## src/rtl/cpu_pkg.sv

```systemverilog
// Shared CPU constants: processor modes, PC read alias and operand-fetch FSM states.
package cpu_pkg;

  localparam logic [4:0] USR = 5'b10000;
  localparam logic [4:0] FIQ = 5'b10001;
  localparam logic [4:0] IRQ = 5'b10010;
  localparam logic [4:0] SVC = 5'b10011;
  localparam logic [4:0] ABT = 5'b10111;
  localparam logic [4:0] UND = 5'b11011;
  localparam logic [4:0] SYS = 5'b11111;

  // Reading r15 returns the instruction address plus the pipeline offset.
  localparam logic [3:0]  PC_IDX         = 4'd15;
  localparam int unsigned PC_READ_OFFSET = 8;

  typedef enum logic [0:0] {StRun, StModeDrain} of_state_e;

  // One-hot register mask, all zero when not enabled.
  function automatic logic [15:0] reg_mask(input logic en, input logic [3:0] idx);
    return en ? (16'b1 << idx) : 16'b0;
  endfunction

endpackage

```

## src/rtl/opfetch_scoreboard.sv

```systemverilog
// Pending-write scoreboard: one bit per logical register plus RAW/WAW/mode hazard detection.
module opfetch_scoreboard
  import cpu_pkg::*;
(
  input  logic        clk,
  input  logic        rst,
  input  logic        wb_en,
  input  logic [3:0]  wb_addr,
  input  logic        set_en,
  input  logic [3:0]  set_addr,
  input  logic        kill_en,
  input  logic [3:0]  kill_addr,
  input  logic [3:0]  src_a,
  input  logic [3:0]  src_b,
  input  logic [3:0]  src_c,
  input  logic [2:0]  src_use,
  input  logic        rd_we,
  input  logic [3:0]  rd,
  input  logic [4:0]  mode,
  input  logic [4:0]  cur_mode,
  output logic        raw_hazard,
  output logic        waw_hazard,
  output logic        mode_hazard,
  output logic        drained
);

  logic [15:0] sb_q, sb_d;
  logic [15:0] sb_wb;   // after this cycle's write-back clear
  logic [15:0] sb_clr;  // after write-back and flush-kill clears

  // Clear first, then set: a same-cycle clear/set on one register leaves it pending.
  always_comb begin
    sb_wb  = sb_q & ~reg_mask(wb_en, wb_addr);
    sb_clr = sb_wb & ~reg_mask(kill_en, kill_addr);
    sb_d   = sb_clr | reg_mask(set_en, set_addr);
  end

  // Hazards look past a same-cycle write-back since that value is forwarded.
  always_comb begin
    raw_hazard  = (src_use[0] && sb_wb[src_a]) ||
                  (src_use[1] && sb_wb[src_b]) ||
                  (src_use[2] && sb_wb[src_c]);
    waw_hazard  = rd_we && sb_wb[rd];
    mode_hazard = (mode != cur_mode) && (sb_wb != 16'b0);
    drained     = (sb_clr == 16'b0);
  end

  // Scoreboard register.
  always_ff @(posedge clk) begin
    if (rst) begin
      sb_q <= 16'b0;
    end else begin
      sb_q <= sb_d;
    end
  end

endmodule

```

## src/rtl/operand_fetch.sv

```systemverilog
// Operand-fetch stage: register-file read, forwarding, hazard stall and output slot to execute.
module operand_fetch
  import cpu_pkg::*;
#(
  parameter int unsigned DW     = 32,
  parameter int unsigned CTRL_W = 16
) (
  input  logic              clk,
  input  logic              rst,
  input  logic              in_valid,
  output logic              in_ready,
  input  logic [4:0]        in_mode,
  input  logic [3:0]        in_rn,
  input  logic [3:0]        in_rm,
  input  logic [3:0]        in_rs,
  input  logic [2:0]        in_use,
  input  logic [3:0]        in_rd,
  input  logic              in_rd_we,
  input  logic [DW-1:0]     in_pc,
  input  logic [CTRL_W-1:0] in_ctrl,
  output logic [3:0]        r_addr_a,
  output logic [3:0]        r_addr_b,
  output logic [3:0]        r_addr_c,
  output logic [4:0]        M,
  input  logic [DW-1:0]     r_data_a,
  input  logic [DW-1:0]     r_data_b,
  input  logic [DW-1:0]     r_data_c,
  input  logic              wb_en,
  input  logic [3:0]        wb_addr,
  input  logic [DW-1:0]     wb_data,
  input  logic              flush,
  output logic              out_valid,
  input  logic              out_ready,
  output logic [DW-1:0]     out_op_a,
  output logic [DW-1:0]     out_op_b,
  output logic [DW-1:0]     out_op_c,
  output logic [3:0]        out_rd,
  output logic              out_rd_we,
  output logic [DW-1:0]     out_pc,
  output logic [CTRL_W-1:0] out_ctrl
);

  of_state_e   state_q, state_d;
  logic [4:0]  cur_mode_q, cur_mode_d;
  logic        raw_hazard, waw_hazard, mode_hazard, drained;
  logic        hazard, accept, kill;
  logic [DW-1:0] op_a, op_b, op_c;

  // r15 beats forwarding, forwarding beats the register file; unused sources read as 0.
  function automatic logic [DW-1:0] sel_op(input logic used, input logic [3:0] s,
                                           input logic [DW-1:0] rf, input logic [DW-1:0] pc,
                                           input logic fwd_en, input logic [3:0] fwd_addr,
                                           input logic [DW-1:0] fwd_data);
    if (!used)                             return '0;
    else if (s == PC_IDX)                  return pc + DW'(PC_READ_OFFSET);
    else if (fwd_en && (fwd_addr == s))    return fwd_data;
    else                                   return rf;
  endfunction

  assign r_addr_a = in_rn;
  assign r_addr_b = in_rm;
  assign r_addr_c = in_rs;
  assign M        = in_mode;

  // Resolve the three operands for the instruction presented this cycle.
  always_comb begin
    op_a = sel_op(in_use[0], in_rn, r_data_a, in_pc, wb_en, wb_addr, wb_data);
    op_b = sel_op(in_use[1], in_rm, r_data_b, in_pc, wb_en, wb_addr, wb_data);
    op_c = sel_op(in_use[2], in_rs, r_data_c, in_pc, wb_en, wb_addr, wb_data);
  end

  // Handshake: stall on hazard, mode drain, full slot or flush.
  always_comb begin
    hazard   = raw_hazard || waw_hazard || mode_hazard;
    in_ready = (state_q == StRun) && !hazard && (!out_valid || out_ready) && !flush;
    accept   = in_valid && in_ready;
    kill     = flush && out_valid && out_rd_we;
  end

  opfetch_scoreboard u_sb (
    .clk         (clk),
    .rst         (rst),
    .wb_en       (wb_en),
    .wb_addr     (wb_addr),
    .set_en      (accept && in_rd_we),
    .set_addr    (in_rd),
    .kill_en     (kill),
    .kill_addr   (out_rd),
    .src_a       (in_rn),
    .src_b       (in_rm),
    .src_c       (in_rs),
    .src_use     (in_use),
    .rd_we       (in_rd_we),
    .rd          (in_rd),
    .mode        (in_mode),
    .cur_mode    (cur_mode_q),
    .raw_hazard  (raw_hazard),
    .waw_hazard  (waw_hazard),
    .mode_hazard (mode_hazard),
    .drained     (drained)
  );

  // Mode FSM: drain all pending writes before switching to a new mode.
  always_comb begin
    state_d    = state_q;
    cur_mode_d = cur_mode_q;
    unique case (state_q)
      StRun: begin
        if (accept) begin
          cur_mode_d = in_mode;
        end else if (in_valid && mode_hazard && !raw_hazard && !waw_hazard) begin
          state_d = StModeDrain;
        end
      end
      StModeDrain: begin
        if (drained) begin
          state_d    = StRun;
          cur_mode_d = in_mode;
        end
      end
      default: state_d = StRun;
    endcase
  end

  // FSM state and current mode registers.
  always_ff @(posedge clk) begin
    if (rst) begin
      state_q    <= StRun;
      cur_mode_q <= SVC;
    end else begin
      state_q    <= state_d;
      cur_mode_q <= cur_mode_d;
    end
  end

  // Output slot: load on accept, drop on flush (wins over out_ready) or consumption.
  always_ff @(posedge clk) begin
    if (rst) begin
      out_valid <= 1'b0;
      out_op_a  <= '0;
      out_op_b  <= '0;
      out_op_c  <= '0;
      out_rd    <= '0;
      out_rd_we <= 1'b0;
      out_pc    <= '0;
      out_ctrl  <= '0;
    end else if (accept) begin
      out_valid <= 1'b1;
      out_op_a  <= op_a;
      out_op_b  <= op_b;
      out_op_c  <= op_c;
      out_rd    <= in_rd;
      out_rd_we <= in_rd_we;
      out_pc    <= in_pc;
      out_ctrl  <= in_ctrl;
    end else if (flush || out_ready) begin
      out_valid <= 1'b0;
    end
  end

endmodule
```

## config.mk

```make
export PLATFORM = sky130hd
export DESIGN_NAME = operand_fetch
export DESIGN_NICKNAME = d
export VERILOG_FILES = /design/src/rtl/cpu_pkg.sv /design/src/rtl/opfetch_scoreboard.sv /design/src/rtl/operand_fetch.sv
export SDC_FILE = /design/constraint.sdc
export NUM_CORES = 1
export LEC_CHECK = 0
export CAP_MARGIN = 20
export CORE_UTILIZATION = 50
export CTS_CLUSTER_SIZE = 8
export DETAILED_ROUTE_END_ITERATION = 12
export PLACE_DENSITY = 0.87
export SETUP_SLACK_MARGIN = 0.5
export SLEW_MARGIN = 20
export SYNTH_ARGS = -nofsm -noshare
export SYNTH_HDL_FRONTEND = slang
export SYNTH_SLANG_ARGS = --single-unit
export TNS_END_PERCENT = 5
```

## constraint.sdc

```tcl
create_clock -name clk -period 17.7 [get_ports clk]
set_input_delay 5.31 -clock clk [delete_from_list [all_inputs] [get_ports clk]]
set_output_delay 5.31 -clock clk [all_outputs]
set_load 0.01 [all_outputs]
```

==> run_results.csv <==
group,metric,value,unit
power,cellPowerDensity,68.6,mW/mm^2
grt,busiest_layer,"met2",
worst_setup_path,start_kind,"primary input",
power,ir_worst_vdd,0.0720,mV
detailed_routing,vias_per_cell,6.79,
detailed_routing,drt_iter0_drc,1729,
logic_synthesis,synth.most_common_cell,"dfxtp_1",
worst_setup_path,crit_chain,"clkdlybuf4s50_1, nand2b_1, o21ai_0, mux4_2, a22o_1, a211oi_1, or4_4, nor2_1, clkdlybuf4s50_1",
logic_synthesis,synth_seq_cells,172,
grt,grt_start_max_net_pins,94,
logic_synthesis,yosysTopAreaCell,"dfxtp_1",
worst_setup_path,worst_r2r_path_depth,9,
logic_synthesis,syn_inst,1420,
detailed_routing,drtPass1Iterations,6,
floorplanning,die_height,152,microns
grt,grt.total_usage,42.2,%
power,p_leak,0.00495,uW
placed_design,gp_congestion,0.941,
timing,skew,22.1,ps
detailed_routing,num_vias,13273,
timing,finalCritPeriodShare,83.2,%
timing,worst_pin_slew,1140,ps
worst_setup_path,cp_slowest_cell,"clkdlybuf4s50_1",
cts,clk-insertion-delay-late,450,ps
logic_synthesis,ys_top_cells_by_count,"172 x dfxtp_1, 136 x a21oi_1, 125 x o31ai_1",
worst_setup_path,cp_data_required_time,12390,ps
timing,finalHoldViolCount,0,
grt,grt_pass1_vias,11912,
cts,cts-root-buf,"clkbuf_16",
worst_setup_path,endpoint_kind,"output port",
grt,grt-ovfl-total,0,
timing,tns,0,ps
logic_synthesis,synth_cell_types,63,
detailed_routing,drc_errors,0,
floorplanning,die_width,152,microns
timing,timing.fmax,0.0679,GHz
floorplanning,coreArea,0.0219,sq mm
grt,use_met1,55.4,%
timing,setup_viol,0,
worst_setup_path,crit_type,"primary input to output port",
floorplanning,dieArea,0.0230,sq mm
floorplanning,rows,54,
detailed_routing,drtAntennaViolNets,0,
logic_synthesis,ys_seq_area_share,30.7,%
cells_and_area,drive_gt1_share,6.22,%
floorplanning,io_pins,379,
cts,clock-sinks,172,
logic_synthesis,synth_flop_cell,"dfxtp_1",
cts,ctsHoldBuffers,0,
worst_setup_path,crit_path_frequent_cell,"clkdlybuf4s50_1",
run,drv_cap,0,
worst_setup_path,worstPathMaxFanout,35,
status,outcome,"finished clean",
grt,antenna_found_initial,4,
cells_and_area,fin_util,70.1,%
placed_design,io_buffers,378,
grt,grt_pass1_wl,72800,microns
placed_design,place_inst,1918,
cells_and_area,syn2layout_area_growth,37.0,%
cts,cts_buffers,17,
logic_synthesis,synth_edf_count,0,
logic_synthesis,avgSynthCellArea,7.89,sq um
worst_hold_path,whs_path_depth,2,
timing,grt_setup_unrepaired,"no",
timing,maxSlewHeadroom,24.2,%
detailed_routing,wl_per_cell,25.8,microns
logic_synthesis,synth_fp_nets,1632,
cells_and_area,final_cells,1954,
worst_setup_path,cp_data_arrival_time,9420,ps
timing,layout_min_cycle_time,14730,ps
logic_synthesis,synth.cell_area,0.0112,sq mm
cts,cts.htree.levels,4,
detailed_routing,drt-total-wl,50500,microns
cells_and_area,nNetsFinal,1870,
cells_and_area,nFillCells,1751,
logic_synthesis,ys.warnings.count,0,
floorplanning,initial_utilization,51.2,%
timing,drv_slew,0,
cts,clk_path_buf_depth,2,
logic_synthesis,synth_top_cell_area_share,30.7,%
cts,cts_resized,0,
placed_design,hpwl,35200,microns
worst_hold_path,hp-class,"flip-flop to flip-flop",
logic_synthesis,synth-async-reset-ratio,0,%
cts,clk_pin_slew_worst_paths,70,ps
worst_setup_path,cpPeakStageDelay,640,ps
cts,cts_tree,"done",
grt,grtUsageMet2,63.5,%
cts,post_cts_buffers,0,
logic_synthesis,yosys-top-cells-area,"dfxtp_1 31%, mux2i_1 8.9%, o31ai_1 8.4%, a21oi_1 6.1%, clkbuf_1 3.9%",
grt,met3_usage,13.0,%
per-layer routing:
metal | wire (microns) | vias up
met4 | 2400 | 2
met3 | 5890 | 166
met2 | 22400 | 947
li1 | - | 5855
met1 | 19700 | 6303
met5 | 13 | -
kinds of logic after synthesis:
group	Yosys count	synth area share, %
AOI/OAI and AO/OA	479	28.5
xor gates and xnor gates	44	3.44
adders and majority gates	1	0.112
buffers and inverters	197	7.75
DFF	172	30.7
and+or+nand+nor	420	19.5
muxes	107	10.0
cell type report:
cell class	instances	area, sq um	area share [%]
inverter	19	73.8	0.481
clock buffer	17	425	2.77
multi-input combinational	1051	6950	45.3
antenna	3	7.51	0.0489
clock inverter	15	169	1.10
timing repair buffer	397	3930	25.6
sequential	172	3440	22.4
tap	280	350	2.28
per-stage QoR:
step                power, uW  hold WS (ps)  setup slack (ps)  instance area (sq um)
floorplan                 547           451              4700                  11200
global placement          669           454              3030                  14700
detailed placement        671           458              3050                  14700
CTS                      1040           470              3020                  15300
global route             1080           483              2800                  15400
finish                   1050           471              2970                  15400
sequential cells by signal, indices dropped and copies added (netlist names), 4 cells and up:
name and cells:
out_op_b 32, out_rd 4, out_op_c 32, out_pc 32, out_ctrl 16, u_sb.sb_q 16
cur_mode_q 5, out_op_a 32
critical path: cells and delay by family:
kind,cells,cell delay (ps)
mux,1,550
compound gates,3,1210
simple gates,3,1180
buf+inv,2,1140
worst paths after layout:
kind	from	slack, ps	endpoint
setup / recovery	wb_addr[0]	2970	in_ready
hold / removal	out_op_a[20]	470	out_op_a[20]
setup reg to reg	u_sb.sb_q[8]	13040	u_sb.sb_q[1]
hold reg to reg	out_op_a[20]	470	out_op_a[20]
where the power goes:
group	internal, uW	total (uW)	leakage (uW)	switching (uW)
Combinational	104	262	0.00327	158
Clock	190	382	0.000289	192
Sequential	400	409	0.00139	9.57
cells in the final DEF (no fill, tap or decap), types with 44 or more instances in the layout:
master and count:
a21oi_1 136, clkdlybuf4s50_1 377, dfxtp_1 172, mux2i_1 100
nand2_1 93, nand3_1 69, nand4_1 50, nor2_1 99
o2111ai_1 44, o21ai_0 74, o31ai_1 125
Power figures use the tool's default switching activity.
